## src/rtl/line_clear_ctrl_if.sv

```systemverilog
// Control and board-RAM port bundle between the line-clear sequencer (master)
// and the game FSM / board RAM side (slave).
interface line_clear_ctrl_if;
   logic       start;
   logic       busy;
   logic       done;
   logic [4:0] lines_cleared;
   logic [3:0] board_rx;
   logic [4:0] board_ry;
   logic       board_rdata;
   logic       board_we;
   logic [3:0] board_wx;
   logic [4:0] board_wy;
   logic       board_wdata;
   logic [2:0] dbg_state;

   // Handshake: start is a one-cycle request honoured only when busy=0; busy stays
   // high until the cycle after the single-cycle done pulse, and while busy=1 this
   // block alone owns the board ports (rdata answers the address of the previous cycle).
   modport master (
      input  start, board_rdata,
      output busy, done, lines_cleared, board_rx, board_ry,
             board_we, board_wx, board_wy, board_wdata, dbg_state
   );

   modport slave (
      output start, board_rdata,
      input  busy, done, lines_cleared, board_rx, board_ry,
             board_we, board_wx, board_wy, board_wdata, dbg_state
   );
endinterface

```

## src/rtl/line_clear_ctrl.sv

```systemverilog
// Resolves a locked piece: scans the board bottom-up for full rows, compacts the
// surviving rows downward, zero-fills the vacated top rows and reports the count.
module line_clear_ctrl #(
   parameter int W = 10,
   parameter int H = 20
) (
   input logic               CLOCK_50,
   input logic               resetn,
   line_clear_ctrl_if.master bus
);
   localparam logic [3:0] COL_END  = 4'(W);
   localparam logic [3:0] COL_LAST = 4'(W - 1);
   localparam logic [4:0] ROW_LAST = 5'(H - 1);

   typedef enum logic [2:0] {
      S_IDLE   = 3'd0,
      S_CHECK  = 3'd1,
      S_DECIDE = 3'd2,
      S_COPY   = 3'd3,
      S_FILL   = 3'd4,
      S_DONE   = 3'd5
   } state_t;

   state_t     state_q, state_d;
   logic [4:0] src_q, src_d;
   logic [4:0] dst_q, dst_d;
   logic [3:0] col_q, col_d;
   logic [4:0] cnt_q, cnt_d;
   logic       full_q, full_d;
   logic [4:0] lines_q, lines_d;

   logic [3:0] rx_c, wx_c;
   logic [4:0] ry_c, wy_c;
   logic       we_c, wdata_c, done_c;

   always_ff @(posedge CLOCK_50 or negedge resetn) begin
      if (!resetn) begin
         state_q <= S_IDLE;
         src_q   <= '0;
         dst_q   <= '0;
         col_q   <= '0;
         cnt_q   <= '0;
         full_q  <= 1'b0;
         lines_q <= '0;
      end else begin
         state_q <= state_d;
         src_q   <= src_d;
         dst_q   <= dst_d;
         col_q   <= col_d;
         cnt_q   <= cnt_d;
         full_q  <= full_d;
         lines_q <= lines_d;
      end
   end

   always_comb begin
      state_d = state_q;
      src_d   = src_q;
      dst_d   = dst_q;
      col_d   = col_q;
      cnt_d   = cnt_q;
      full_d  = full_q;
      lines_d = lines_q;
      rx_c    = '0;
      ry_c    = '0;
      we_c    = 1'b0;
      wx_c    = '0;
      wy_c    = '0;
      wdata_c = 1'b0;
      done_c  = 1'b0;

      case (state_q)
         S_IDLE: begin
            if (bus.start) begin
               state_d = S_CHECK;
               src_d   = ROW_LAST;
               dst_d   = ROW_LAST;
               col_d   = '0;
               cnt_d   = '0;
               full_d  = 1'b1;
            end
         end
         S_CHECK: begin
            if (col_q != COL_END) begin
               rx_c = col_q;
               ry_c = src_q;
            end
            // rdata lags the address by one cycle, so cycle 0 carries nothing yet
            if (col_q != 4'd0) full_d = full_q & bus.board_rdata;
            if (col_q == COL_END) begin
               state_d = S_DECIDE;
               col_d   = '0;
            end else begin
               col_d = col_q + 4'd1;
            end
         end
         S_DECIDE: begin
            col_d = '0;
            if (full_q || (src_q == dst_q)) begin
               if (full_q) cnt_d = cnt_q + 5'd1;
               else        dst_d = dst_q - 5'd1;
               src_d = src_q - 5'd1;
               // src==0 here means the decrement just walked past the top row
               if (src_q == 5'd0) begin
                  state_d = (full_q || (cnt_q != 5'd0)) ? S_FILL : S_DONE;
               end else begin
                  state_d = S_CHECK;
                  full_d  = 1'b1;
               end
            end else begin
               state_d = S_COPY;
            end
         end
         S_COPY: begin
            if (col_q != COL_END) begin
               rx_c = col_q;
               ry_c = src_q;
            end
            if (col_q != 4'd0) begin
               we_c    = 1'b1;
               wx_c    = col_q - 4'd1;
               wy_c    = dst_q;
               wdata_c = bus.board_rdata;
            end
            if (col_q == COL_END) begin
               src_d   = src_q - 5'd1;
               dst_d   = dst_q - 5'd1;
               col_d   = '0;
               full_d  = 1'b1;
               state_d = (src_q == 5'd0) ? S_FILL : S_CHECK;
            end else begin
               col_d = col_q + 4'd1;
            end
         end
         S_FILL: begin
            we_c    = 1'b1;
            wx_c    = col_q;
            wy_c    = dst_q;
            wdata_c = 1'b0;
            if (col_q == COL_LAST) begin
               col_d = '0;
               if (dst_q == 5'd0) state_d = S_DONE;
               else               dst_d   = dst_q - 5'd1;
            end else begin
               col_d = col_q + 4'd1;
            end
         end
         S_DONE: begin
            done_c  = 1'b1;
            lines_d = cnt_q;
            state_d = S_IDLE;
         end
         default: state_d = S_IDLE;
      endcase
   end

   assign bus.busy          = (state_q != S_IDLE);
   assign bus.done          = done_c;
   assign bus.lines_cleared = lines_q;
   assign bus.board_rx      = rx_c;
   assign bus.board_ry      = ry_c;
   assign bus.board_we      = we_c;
   assign bus.board_wx      = wx_c;
   assign bus.board_wy      = wy_c;
   assign bus.board_wdata   = wdata_c;
   assign bus.dbg_state     = state_q;
endmodule

```

## src/flat_wrapper.sv

```systemverilog
// flat-port wrapper written by rule: the top's interface ports become plain ports
module line_clear_ctrl_flat 
#(
   parameter int W = 10,
   parameter int H = 20
)
  (CLOCK_50, resetn, bus_start, bus_board_rdata, bus_busy, bus_done, bus_lines_cleared, bus_board_rx, bus_board_ry, bus_board_we, bus_board_wx, bus_board_wy, bus_board_wdata, bus_dbg_state);
  line_clear_ctrl_if bus_i ();
  input logic CLOCK_50;
  input logic resetn;
  input wire logic [$bits(bus_i.start)-1:0] bus_start;
  input wire logic [$bits(bus_i.board_rdata)-1:0] bus_board_rdata;
  output wire logic [$bits(bus_i.busy)-1:0] bus_busy;
  output wire logic [$bits(bus_i.done)-1:0] bus_done;
  output wire logic [$bits(bus_i.lines_cleared)-1:0] bus_lines_cleared;
  output wire logic [$bits(bus_i.board_rx)-1:0] bus_board_rx;
  output wire logic [$bits(bus_i.board_ry)-1:0] bus_board_ry;
  output wire logic [$bits(bus_i.board_we)-1:0] bus_board_we;
  output wire logic [$bits(bus_i.board_wx)-1:0] bus_board_wx;
  output wire logic [$bits(bus_i.board_wy)-1:0] bus_board_wy;
  output wire logic [$bits(bus_i.board_wdata)-1:0] bus_board_wdata;
  output wire logic [$bits(bus_i.dbg_state)-1:0] bus_dbg_state;
  assign bus_i.start = bus_start;
  assign bus_i.board_rdata = bus_board_rdata;
  assign bus_busy = bus_i.busy;
  assign bus_done = bus_i.done;
  assign bus_lines_cleared = bus_i.lines_cleared;
  assign bus_board_rx = bus_i.board_rx;
  assign bus_board_ry = bus_i.board_ry;
  assign bus_board_we = bus_i.board_we;
  assign bus_board_wx = bus_i.board_wx;
  assign bus_board_wy = bus_i.board_wy;
  assign bus_board_wdata = bus_i.board_wdata;
  assign bus_dbg_state = bus_i.dbg_state;
  line_clear_ctrl #(.W(W), .H(H)) u_core (.CLOCK_50(CLOCK_50), .resetn(resetn), .bus(bus_i));
endmodule
```

## config.mk

```make
export PLATFORM = sky130hd
export DESIGN_NAME = line_clear_ctrl_flat
export DESIGN_NICKNAME = d
export VERILOG_FILES = /design/src/rtl/line_clear_ctrl_if.sv /design/src/rtl/line_clear_ctrl.sv /design/src/flat_wrapper.sv
export SDC_FILE = /design/constraint.sdc
export NUM_CORES = 1
export LEC_CHECK = 0
export BUFFER_PORTS_ARGS = -buffer_cell sky130_fd_sc_hd__buf_2
export CAP_MARGIN = 10
export CORE_ASPECT_RATIO = 0.75
export CORE_UTILIZATION = 40
export CTS_CLUSTER_SIZE = 20
export DETAILED_ROUTE_END_ITERATION = 10
export HOLD_SLACK_MARGIN = 0.08
export PLACE_DENSITY = 0.63
export RECOVER_POWER = 50
export SETUP_SLACK_MARGIN = 0.5
export SLEW_MARGIN = 20
export SYNTH_ARGS = -nofsm -noshare
export SYNTH_HDL_FRONTEND = slang
export SYNTH_SLANG_ARGS = --single-unit
```

## constraint.sdc

```tcl
create_clock -name CLOCK_50 -period 2.4 [get_ports CLOCK_50]
set_input_delay 0.12 -clock CLOCK_50 [delete_from_list [all_inputs] [get_ports CLOCK_50]]
set_output_delay 0.12 -clock CLOCK_50 [all_outputs]
set_load 0.05 [all_outputs]
```

* Yosys cells after proc, flatten, opt, wreduce, memory -nomap -nowiden
Cells that the tools add are included.
Storage, ports and cells: output and inout port bits 30, register bits after elaboration 28
Operators by class: equal/unequal tests 20, mux-type cells 47, reduce and logical (&&, ||, !) cells 20, bitwise logic cells 1, add/subtract/negate cells 5
Operators by type and width (count):
- $mux W5 | 14
- $mux W3 | 8
- $mux W4 | 6
- $pmux W5 S2 | 2
- $pmux W5 S4 | 1
- $pmux W4 S4 | 1
- $reduce_bool A4 Y1 | 4
- $pmux W3 S5 | 1
- $pmux W5 S3 | 1
- $ne A2 B1 Y1 const B | 7
- $logic_not A5 Y1 | 2
- $mux W1 | 10
- $sub A5 B1 Y5 const B | 2
- $eq A4 B4 Y1 const B | 2
- $ne A2 B2 Y1 const B | 4
- $pmux W4 S2 | 1
- $reduce_and A4 Y1 | 2
- $reduce_and A7 Y1 | 1
- $eq A3 B2 Y1 const B | 2
- $eq A3 B3 Y1 const B | 2
- $reduce_and A6 Y1 | 1
- $reduce_bool A3 Y1 | 2
- $add A5 B1 Y5 const B | 1
- $eq A5 B5 Y1 | 1
- other kinds (14) | 15

* Longest topological paths before layout
Gate-level depths: netlist (run 1).
depth after elaboration 6, gate-level depth with buffers 7, depth with buffers taken out 7

* Least setup slack after synthesis (run 1)
No wires, ideal clock.
path type reg2out, start point reg u_core.state_q[2], in the netlist u_core.bus.dbg_state[2], end point out bus_board_wx[3], stages on the path, launching flop included 4, slack -0.193 ns, data arrival time 2.473 ns, cell sequence dfrtp_1 > or3b_2 > clkbuf_1 > a21boi_0
Between the ends: cells in the longest elaborated chain, start to end 2, elaborated cells between the ends (all ways) 3
Ends and longest elaborated chain:
- from (decl) | line line_clear_ctrl.sv:24 | state_t state_q, state_d;
- from (signal assigned) | line line_clear_ctrl.sv:46 | state_q <= state_d;
- $eq A3 B3 Y1 / $eq A3 B2 Y1 (equally long branches) | line line_clear_ctrl.sv:72 | case (state_q)
- $pmux W4 S2 (*) | line line_clear_ctrl.sv:72
- to (decl) | line flat_wrapper.sv:19 | output wire logic [$bits(bus_i.board_wx)-1:0] bus_board_wx;
Mark *: on every way between the ends. The rest lies on a longest branch, timed or not.

* Worst setup path after layout (run 1)
start point reg u_core.state_q[2], in the netlist u_core.bus.dbg_state[2], end point reg u_core.state_q[0], in the netlist u_core.bus.dbg_state[0]
Between the ends: cells in the longest elaborated chain, start to end 3, elaborated cells between the ends (all ways) 12
Ends and longest elaborated chain (line):
- $eq A3 B3 Y1, or another cell as far along | line_clear_ctrl.sv:72
- $ne A2 B1 Y1 (no source line) / $ne A2 B2 Y1 (equally long branches)
- $reduce_and A5 Y1 (no source line)
Parallel ways exist; a longest one is shown, timed or not. A chain may end at the register's enable or synchronous reset.

==> flow_summary.json, run 1 <==
{
  "grtUsageTotal_pct": 21.6,
  "final_common_cell": "buf_4",
  "crit_slowest_cell": "dfrtp_2",
  "hold_end": "u_core.full_q$_DFFE_PN0P_",
  "pre_cts_ws_ns": 0.273,
  "final_hold_viol_count": 0,
  "antenna_found_initial": 0,
  "synth_fa_ha_area_share_pct": 3.86,
  "grt_pass1_vias": 1814,
  "leakage_nw": 1.26,
  "yosysSeqAreaShare_pct": 36.0,
  "p_total_mw": 4.10,
  "diodes": 0,
  "skew_ns": 0.00548,
  "rr_endpoint": "u_core.bus.dbg_state[0]$_DFFE_PN0P_",
  "required_ns": 2.56,
  "peakVddDrop_mv": 1.07,
  "synth_xor_area_share_pct": 3.60,
  "ys.warnings.count": 0,
  "tightest_slew_ns": 1.56,
  "cts_tree": "yes",
  "setup_viol": 0,
  "die-width_um": 82.5,
  "synth_area_sq_um": 1950,
  "drt_iter0_markers": 179,
  "cp-end-kind": "flop",
  "fin_area_sq_um": 2760,
  "area_growth_pct": 42.0,
  "synth_top_family_by_area": "simple AND/OR/NAND/NOR gates",
  "io_pins": 34,
  "wirelength_um": 5420,
  "synth_compound_area_share_pct": 19.6,
  "max_freq_mhz": 494,
  "power.density_nw_per_um2": 1480,
  "rsz0062_at_grt": "true",
  "final_cell_mix": "buf_4 (35), dfrtp_1 (22), nand2_1 (20)",
  "max_slew_margin_pct": -3.81,
  "hp-class": "input port to flop",
  "rows": 21,
  "synthMuxAreaShare_pct": 3.86,
  "clock-root-buffer": "clkbuf_8",
  "synth_top_area_share_pct": 36.0,
  "maxCapViolCount": 1,
  "layout_min_cycle_time_ns": 2.02,
  "path_max_fanout": 8,
  "holdPathStages": 4,
  "htreeDepth": 1,
  "violations": "capacitance limit, slew limit",
  "antenna_left": 0,
  "firstDrtPassIters": 4,
  "port-buffer-count": 33,
  "path_cells": "clkdlybuf4s25_1 -> buf_4 -> nor4_1 -> a21o_2 -> or3_4 -> nand3b_1 -> o211ai_1",
  "layout.nets": 309,
  "status": "finished with violations",
  "synth_area_leaders": "dfrtp_1 (36%), o21ai_0 (4.1%), nand2_1 (4.1%), ha_1 (3.9%), nor2_1 (3.5%)",
  "reg2regPathDepth": 7,
  "num_vias": 1949,
  "drc": 0,
  "die_area_sq_um": 5150,
  "setup_ws_ns": 0.377,
  "critPathLaunchType": "flop",
  "yosys.area_share.simple_pct": 26.9,
  "worstSetupPathType": "flop to flop",
  "min_from": "bus_board_rdata",
  "final-max-slew-violation-count": 29,
  "synth-async-reset-ratio_pct": 100,
  "syn_inst": 231,
  "fin_util_pct": 60.4,
  "hpwl_um": 3410,
  "vias_per_cell": 5.49,
  "cts_buffer_depth": 2,
  "crit_arrival_ns": 2.18,
  "r2r-start": "u_core.bus.dbg_state[2]$_DFFE_PN0P_",
  "ys.flop_type": "dfrtp_1",
  "grt_pass1_wl_um": 8690,
  "initial_utilization_pct": 42.6,
  "clock_sinks": 28,
  "layout-drive-gt1-share_pct": 39.3,
  "overflow": 0,
  "core_area_sq_um": 4570,
  "grt_start_max_net_pins": 29,
  "place_congestion": 0.801,
  "synth_edf_count": 0,
  "clk_latency_ns": 0.28,
  "clkTransAtPathRegs_ns": 0.10,
  "syn_avg_cell_area_sq_um": 8.42,
  "syn-num-nets": 241,
  "cts_buffers": 3,
  "routedWlPerCell_um": 15.3,
  "max_stage_delay_ns": 0.47,
  "placed_cell_area_sq_um": 2250,
  "ff2ff_setup_slack_ns": 0.38,
  "min_period_over_period_pct": 84.3,
  "synth-seq-cells": 28,
  "die_h_um": 62.4,
  "yosysUniqueCellTypes": 53,
  "fin_setup_tns_ns": 0,
  "synth.largest_area_cell": "dfrtp_1"
}
[worst max path at each step]
stage / slack, ns / cells after the start / to / start
final: 0.38 / 7 / u_core.bus.dbg_state[0]$_DFFE_PN0P_ / u_core.bus.dbg_state[2]$_DFFE_PN0P_
after global routing: 0.23 / 2 / u_core.src_q[4]$_DFFE_PN0P_ / resetn
after CTS: 0.50 / 6 / u_core.bus.dbg_state[2]$_DFFE_PN0P_ / u_core.dst_q[1]$_DFFE_PN0P_
after detailed placement: 0.27 / 7 / u_core.src_q[0]$_DFFE_PN0P_ / u_core.dst_q[0]$_DFFE_PN0P_
after global placement: 0.33 / 7 / u_core.src_q[0]$_DFFE_PN0P_ / u_core.dst_q[0]$_DFFE_PN0P_
after floorplan: 0.51 / 6 / u_core.dst_q[3]$_DFFE_PN0P_ / u_core.bus.dbg_state[2]$_DFFE_PN0P_
[flip-flops by register name, indices dropped and copies added (netlist names)]
register                  flops
u_core.src_q                  5
u_core.col_q                  4
u_core.full_q                 1
u_core.bus.lines_cleared      5
u_core.dst_q                  5
u_core.bus.dbg_state          3
u_core.cnt_q                  5
[metrics by stage]
step	std cells	hold WS [ns]
final	355	0.173
after global routing	355	0.185
after CTS	338	0.181
after detailed placement	314	0.186
after global placement	314	0.184
after floorplan	231	-0.176
[repair_timing]
action                                 in CTS  in global routing
gates cloned                                0                  0
setup buffers                              18                 17
endpoints found under the hold margin      30                  0
hold buffers                                2                  0
pin swaps                                   3                  8
setup endpoints to repair                  30                 33
gates resized for setup                    22                 35
[worst max-delay path, delay by kind of cell, from the launching register on]
family,cells,cell delay (ns)
simple gates,3,0.60
buf+inv,2,0.50
flops,1,0.47
compound gates,2,0.34
[synth_stat cells, drive strengths merged (5+ instances only)]
master,number
nor3,10
dfrtp,28
and3,9
nand2,21
nand3,5
ha,6
xor2,7
clkbuf,8
nor2,18
buf,6
and2,6
o21ai,17
a21oi,11
inv,16
[logic make-up after synthesis]
group / Yosys count
adders and majority gates: 6
and+or+nand+nor: 96
AOI/OAI and AO/OA: 56
buffers and inverters: 30
xor gates and xnor gates: 8
DFF: 28
muxes: 7
[layer usage]
| layer | GRT usage [%] | share of wire [%] | routed length, um |
|---|---|---|---|
| met1 | 31.8 | 49 | 2680 |
| met2 | 33.2 | 46 | 2510 |
| met3 | 3.50 | 3.8 | 208 |
| met4 | 4.09 | 0.44 | 24 |
| met5 | 0 | 0 | 0 |
[area by class of cell]
type	count	area (sq um)
Multi-Input combinational cell	173	1290
Sequential cell	28	708
Inverter	16	60.1
Clock inverter	1	30.0
Tap cell	57	71.3
Clock buffer	3	41.3
Timing Repair Buffer	77	563
Fill cell	400	1810
[power breakdown]
part / switching (mW) / total (mW) / internal [mW]
clock network: 0.155 / 0.379 / 0.223
logic: 1.86 / 2.96 / 1.10
registers: 0.152 / 0.762 / 0.610
total: 2.17 / 4.10 / 1.93
No activity file was read; power rests on OpenSTA's default activity.
==> run 2: changes to the inputs <==
--- a/config.mk
+++ b/config.mk
@@ -5,6 +5,7 @@
 export SDC_FILE = /design/constraint.sdc
 export NUM_CORES = 1
 export LEC_CHECK = 0
+export ABC_AREA = 1
 export BUFFER_PORTS_ARGS = -buffer_cell sky130_fd_sc_hd__buf_2
 export CAP_MARGIN = 10
 export CORE_ASPECT_RATIO = 0.75
==> constraint.sdc (replaced) <==
create_clock -name CLOCK_50 -period 2.1 [get_ports CLOCK_50]
set_input_delay 0.105 -clock CLOCK_50 [delete_from_list [all_inputs] [get_ports CLOCK_50]]
set_output_delay 0.105 -clock CLOCK_50 [all_outputs]
set_load 0.05 [all_outputs]
==> flow_summary.json, run 2 <==
{
  "rows": 21,
  "status": "finished, final reports clean",
  "syn_avg_cell_area_sq_um": 6.82,
  "startpoint": "u_core.bus.dbg_state[2]$_DFFE_PN0P_",
  "place_congestion": 0.859,
  "diodes": 0,
  "clkTransAtPathRegs_ns": 0.11,
  "clk_latency_ns": 0.29,
  "r2r-start": "u_core.bus.dbg_state[2]$_DFFE_PN0P_",
  "leakage_nw": 1.47,
  "htreeDepth": 1,
  "grtUsageTotal_pct": 22.4,
  "p_total_mw": 1.01,
  "synth_area_leaders": "dfrtp_1 (36%), nand2_1 (17%), inv_1 (7.3%), nor2_1 (7.3%), nand3_1 (4.6%)",
  "final_common_cell": "nand2_1",
  "power.density_nw_per_um2": 326,
  "clock-root-buffer": "clkbuf_8",
  "die-width_um": 82.9,
  "yosysMostFrequentCell": "nand2_1",
  "drt_iter0_markers": 108,
  "clock_sinks": 28,
  "maxCapViolCount": 0,
  "area_growth_pct": 57.1,
  "worstSetupPathType": "flop to primary output",
  "grt_start_max_net_pins": 29,
  "antenna_found_initial": 0,
  "cts_buffer_depth": 2,
  "initial_utilization_pct": 42.7,
  "min_from": "bus_start",
  "ys.warnings.count": 0,
  "cts_buffers": 3,
  "layout_min_cycle_time_ns": 1.90,
  "synth.largest_area_cell": "dfrtp_1",
  "max_freq_mhz": 527,
  "peakVddDrop_mv": 0.443,
  "max_slew_margin_pct": 56.1,
  "wirelength_um": 6060,
  "min_period_over_period_pct": 90.4,
  "final_cell_mix": "nand2_1 (69), inv_1 (27), buf_6 (23)",
  "crit_arrival_ns": 1.79,
  "io_pins": 34,
  "cts_tree": "yes",
  "antenna_left": 0,
  "multi_input_area_sq_um": 1540,
  "hp-class": "input port to flop",
  "die_area_sq_um": 5200,
  "yosysSeqAreaShare_pct": 35.7,
  "fin_setup_tns_ns": 0,
  "layout-drive-gt1-share_pct": 42.6,
  "core_area_sq_um": 4600,
  "hpwl_um": 3620,
  "syn-num-nets": 298,
  "port-buffer-count": 33,
  "synth-async-reset-ratio_pct": 100,
  "grt_pass1_wl_um": 9450,
  "firstDrtPassIters": 4,
  "final-max-slew-violation-count": 0,
  "fill_cells": 354,
  "num_vias": 2151,
  "rsz0062_at_grt": "true",
  "grt_pass1_vias": 1978,
  "overflow": 0,
  "required_ns": 2.00,
  "skew_ns": 0.00631,
  "synth_area_sq_um": 1960,
  "cp-end-kind": "primary output",
  "synth_edf_count": 0,
  "final_hold_viol_count": 0,
  "routedWlPerCell_um": 14.9,
  "synth_top_area_share_pct": 35.7,
  "ys.flop_type": "dfrtp_1",
  "vias_per_cell": 5.29,
  "synth-seq-cells": 28,
  "critPathLaunchType": "flop",
  "synth_commonest_cells": "nand2_1 (88), inv_1 (38), nor2_1 (38)",
  "syn_inst": 288,
  "die_h_um": 62.7,
  "layout.nets": 361,
  "drc": 0,
  "yosysUniqueCellTypes": 27,
  "path_max_fanout": 5,
  "regArea_sq_um": 712,
  "setup_viol": 0,
  "tightest_slew_ns": 0.659
}
-- run 2: cell types whose count changed in the layout (fill, tap and decap cells not counted), moves of 7 or more --
cell,delta
nand3_1,+9
nand4_1,+11
buf_4,-19
nand2_8,+7
and3_1,-9
buf_6,+13
nand2_2,+15
inv_2,+7
nor2_4,+21
buf_2,-9
nand2_1,+49
inv_1,+13
-- run 2: cell families after synthesis --
| logic type | count (synthesis) | synth area share, % |
|---|---|---|
| DFF | 28 | 35.7 |
| adders and majority gates | 6 | 3.82 |
| and+or+nand+nor | 174 | 40.5 |
| AOI/OAI and AO/OA | 31 | 8.92 |
| xor gates and xnor gates | 5 | 2.23 |
| buffers and inverters | 44 | 8.85 |
-- run 2: final timing paths --
kind / endpoint / slack [ns] / depth (start not counted)
setup / recovery: bus_board_wy[0] / 0.20 / 8
hold / removal: u_core.cnt_q[4]$_DFFE_PN0P_ / 0.11 / 4
setup reg to reg: u_core.dst_q[4]$_DFFE_PN0P_ / 0.34 / 10
hold reg to reg: u_core.bus.lines_cleared[2]$_DFFE_PN0P_ / 0.49 / 2
max in group asynchronous: u_core.bus.dbg_state[2]$_DFFE_PN0P_ / 1.25 / 2
min in group asynchronous: u_core.bus.lines_cleared[4]$_DFFE_PN0P_ / 0.36 / 2
-- run 2: through the flow --
stage | setup WS (ns) | hold slack [ns] | util, % | area (sq um) | std cells
floorplan | 0.175 | -0.191 | - | 2060 | 288
global placement | 0.306 | 0.178 | 49.7 | 2280 | 376
detailed placement | 0.247 | 0.182 | 49.7 | 2280 | 376
CTS | 0.227 | 0.121 | 58.9 | 2710 | 396
global route | 0.125 | 0.130 | 67.1 | 3090 | 407
finish | 0.202 | 0.113 | 67.1 | 3090 | 407
-- run 2: metal layers --
metal / share of wire (%) / vias to the layer above / GRT usage, % / routed length [um]
li1: - / 1055 / - / -
met1: 47 / 1024 / 31.7 / 2820
met2: 46 / 60 / 34.2 / 2790
met3: 5.2 / 12 / 4.89 / 314
met4: 2.2 / 0 / 6.68 / 132
met5: 0 / - / 0 / 0
-- run 2: final cells by class --
cell class                 count  area share (%)
tap                           57            2.31
inverter                      42            6.04
timing repair buffer          58            16.4
sequential                    28            23.1
clock buffer                   3            1.34
multi-input combinational    218            49.9
clock inverter                 1           0.973
-- run 2: critical path: stages, from the launching register on --
cell        delay, ns
dfrtp_4          0.52
inv_6            0.09
nand2_8          0.05
nor2_4           0.13
o21ai_4          0.09
nand2_4          0.09
clkinvlp_4       0.21
nor2_4           0.16
buf_6            0.16
-- run 2: repair_timing --
action / 4_1_cts / 5_1_grt
hold buffers: 1 / 0
gates resized for setup: 63 / 88
cloned: 1 / 1
setup buffers: 14 / 10
pin swaps: 7 / 24
setup endpoints to repair: 37 / 41
hold endpoints to repair: 28 / 0
-- run 2: power breakdown --
part           switching [mW]  total (mW)  internal [mW]
clock network           0.195       0.451          0.256
registers                   0       0.539          0.539
logic                  0.0137      0.0173        0.00361
==> run 3: changes to the inputs <==
--- a/config.mk
+++ b/config.mk
@@ -9,11 +9,11 @@
 export BUFFER_PORTS_ARGS = -buffer_cell sky130_fd_sc_hd__buf_2
 export CAP_MARGIN = 10
 export CORE_ASPECT_RATIO = 0.75
-export CORE_UTILIZATION = 40
+export CORE_UTILIZATION = 30
 export CTS_CLUSTER_SIZE = 20
 export DETAILED_ROUTE_END_ITERATION = 10
 export HOLD_SLACK_MARGIN = 0.08
-export PLACE_DENSITY = 0.63
+export PLACE_DENSITY = 0.51
 export RECOVER_POWER = 50
 export SETUP_SLACK_MARGIN = 0.5
 export SLEW_MARGIN = 20
==> flow_summary.json, run 3 (synthesis gave the netlist of run 2 again) <==
{
  "critPathLaunchType": "flop",
  "peakVddDrop_mv": 0.234,
  "p_sw_mw": 0.206,
  "cellInternalPower_mw": 0.798,
  "whs_ns": 0.131,
  "final-max-slew-violation-count": 0,
  "r2r-start": "u_core.bus.dbg_state[2]$_DFFE_PN0P_",
  "cts_tree": "yes",
  "place_congestion": 0.858,
  "required_ns": 2.00,
  "worstSetupPathType": "flop to primary output",
  "port-buffer-count": 33,
  "hp-class": "input port to flop",
  "routedWlPerCell_um": 13.7,
  "dp_cells": 400,
  "seqPwrFrac_pct": 53.7,
  "setup_ws_ns": 0.235,
  "crit_slowest_cell": "dfrtp_4",
  "maxCapViolCount": 0,
  "min_period_over_period_pct": 88.8,
  "rsz0062_at_grt": "true",
  "grt_start_max_net_pins": 29,
  "leakage_nw": 1.42,
  "crit_arrival_ns": 1.76,
  "clock_sinks": 28,
  "initial_utilization_pct": 31.1,
  "hpwl_um": 3910,
  "layout.nets": 354,
  "fill_cells": 656,
  "drt_iter0_markers": 193,
  "clkPwrFrac_pct": 44.6,
  "grt_pass1_vias": 1817,
  "final_cell_mix": "nand2_1 (81), inv_1 (31), dfrtp_1 (25)",
  "pre_cts_ws_ns": 0.238,
  "cts_buffers": 3,
  "final_hold_viol_count": 0,
  "num_vias": 2016,
  "status": "finished, final reports clean",
  "regArea_sq_um": 707,
  "area_growth_pct": 47.3,
  "skew_ns": 0.0137,
  "max_slew_margin_pct": 48.4,
  "layout-drive-gt1-share_pct": 32.7,
  "cts_buffer_depth": 2,
  "path_cells": "inv_6 -> nand2_8 -> nor2_4 -> o21ai_4 -> nand2_4 -> clkinvlp_4 -> nor2_4 -> buf_8",
  "rr_endpoint": "u_core.dst_q[3]$_DFFE_PN0P_",
  "vias_per_cell": 4.75,
  "core_area_sq_um": 6320,
  "startpoint": "u_core.bus.dbg_state[2]$_DFFE_PN0P_",
  "ff2ff_setup_slack_ns": 0.32,
  "finalNonFillerCells": 424,
  "reg2regPathDepth": 10,
  "grt_pass1_wl_um": 9340,
  "cp-endpoint": "bus_board_wy[2]",
  "cpMostUsedCell": "nor2_4",
  "final_common_cell": "nand2_1",
  "cp-end-kind": "primary output",
  "clock-root-buffer": "clkbuf_8",
  "fin_setup_tns_ns": 0,
  "firstDrtPassIters": 4,
  "tightest_slew_ns": 0.774,
  "die-width_um": 95.4,
  "highest_layer": "met4",
  "wl_met2_um": 2530,
  "htreeDepth": 1,
  "die_area_sq_um": 6880,
  "overflow": 0,
  "antenna_found_initial": 0,
  "setup_viol": 0,
  "diodes": 0,
  "wl_met3_um": 207,
  "wirelength_um": 5820,
  "io_pins": 34,
  "pwr-share-comb_pct": 1.7,
  "multi_input_area_sq_um": 1360,
  "grtUsageTotal_pct": 17.9,
  "path_max_fanout": 5,
  "power.density_nw_per_um2": 347,
  "drc": 0,
  "clkTransAtPathRegs_ns": 0.11,
  "max_stage_delay_ns": 0.52,
  "max_freq_mhz": 536,
  "m1WireLength_um": 3020,
  "p_sw_share_pct": 20.5,
  "antenna_left": 0,
  "layout_min_cycle_time_ns": 1.86,
  "clk_latency_ns": 0.29,
  "rows": 25,
  "die_h_um": 72.1
}
-- run 3: power groups by stage --
stage | combinational, mW | sequential, mW | clock, mW
after floorplan | 0.00137 | 0.550 | 0
after global placement | 0.0168 | 0.549 | 0
after detailed placement | 0.0166 | 0.549 | 0
after CTS | 0.0186 | 0.539 | 0.463
after global routing | 0.0211 | 0.539 | 0.481
final | 0.0176 | 0.539 | 0.448
-- run 3: worst min path at each step --
stage | from | endpoint | slack (ns) | depth (start not counted)
after floorplan | resetn | u_core.bus.dbg_state[0]$_DFFE_PN0P_ | -0.19 | 0
after global placement | resetn | u_core.bus.lines_cleared[3]$_DFFE_PN0P_ | 0.19 | 1
after detailed placement | resetn | u_core.bus.lines_cleared[3]$_DFFE_PN0P_ | 0.19 | 1
after CTS | bus_start | u_core.cnt_q[4]$_DFFE_PN0P_ | 0.12 | 4
after global routing | bus_start | u_core.cnt_q[4]$_DFFE_PN0P_ | 0.13 | 4
final | bus_start | u_core.cnt_q[4]$_DFFE_PN0P_ | 0.13 | 4
-- run 3: stage by stage --
stage | total power [mW] | area (sq um) | util [%]
after global routing | 1.04 | 2890 | 45.8
after floorplan | 0.551 | 2060 | -
after CTS | 1.02 | 2750 | 43.5
after global placement | 0.566 | 2310 | 36.6
final | 1.00 | 2890 | 45.8
after detailed placement | 0.566 | 2310 | 36.6
-- run 3: area by class of cell --
type / count / area share (%)
multi-input cells: 217 / 47.0
flip-flops and latches: 28 / 24.4
repair buffers: 52 / 16.3
inverters: 42 / 6.36
well taps: 81 / 3.50
clock buffers: 3 / 1.43
clock inverters: 1 / 1.04
-- run 3: what timing repair did --
item                                    in CTS  in global routing
endpoints found under the hold margin       28                  0
cloned                                       1                  0
buffers inserted                            13                  5
pin swaps                                    7                  8
hold buffers                                 1                  0
resized for setup                           68                 35
endpoints found under the setup margin      42                 42
-- run 3: metal layers --
metal  vias up  global-route usage, %
li1       1031                      -
met1       946                   26.9
met2        33                   25.6
met3         6                   4.09
met4         0                   4.64
met5         -                      0
-- run 3: critical path: cells and delay by family (launching register included) --
family          cells  cell delay (ns)
compound gates      1             0.09
buf+inv             3             0.44
flops               1             0.52
simple gates        4             0.41
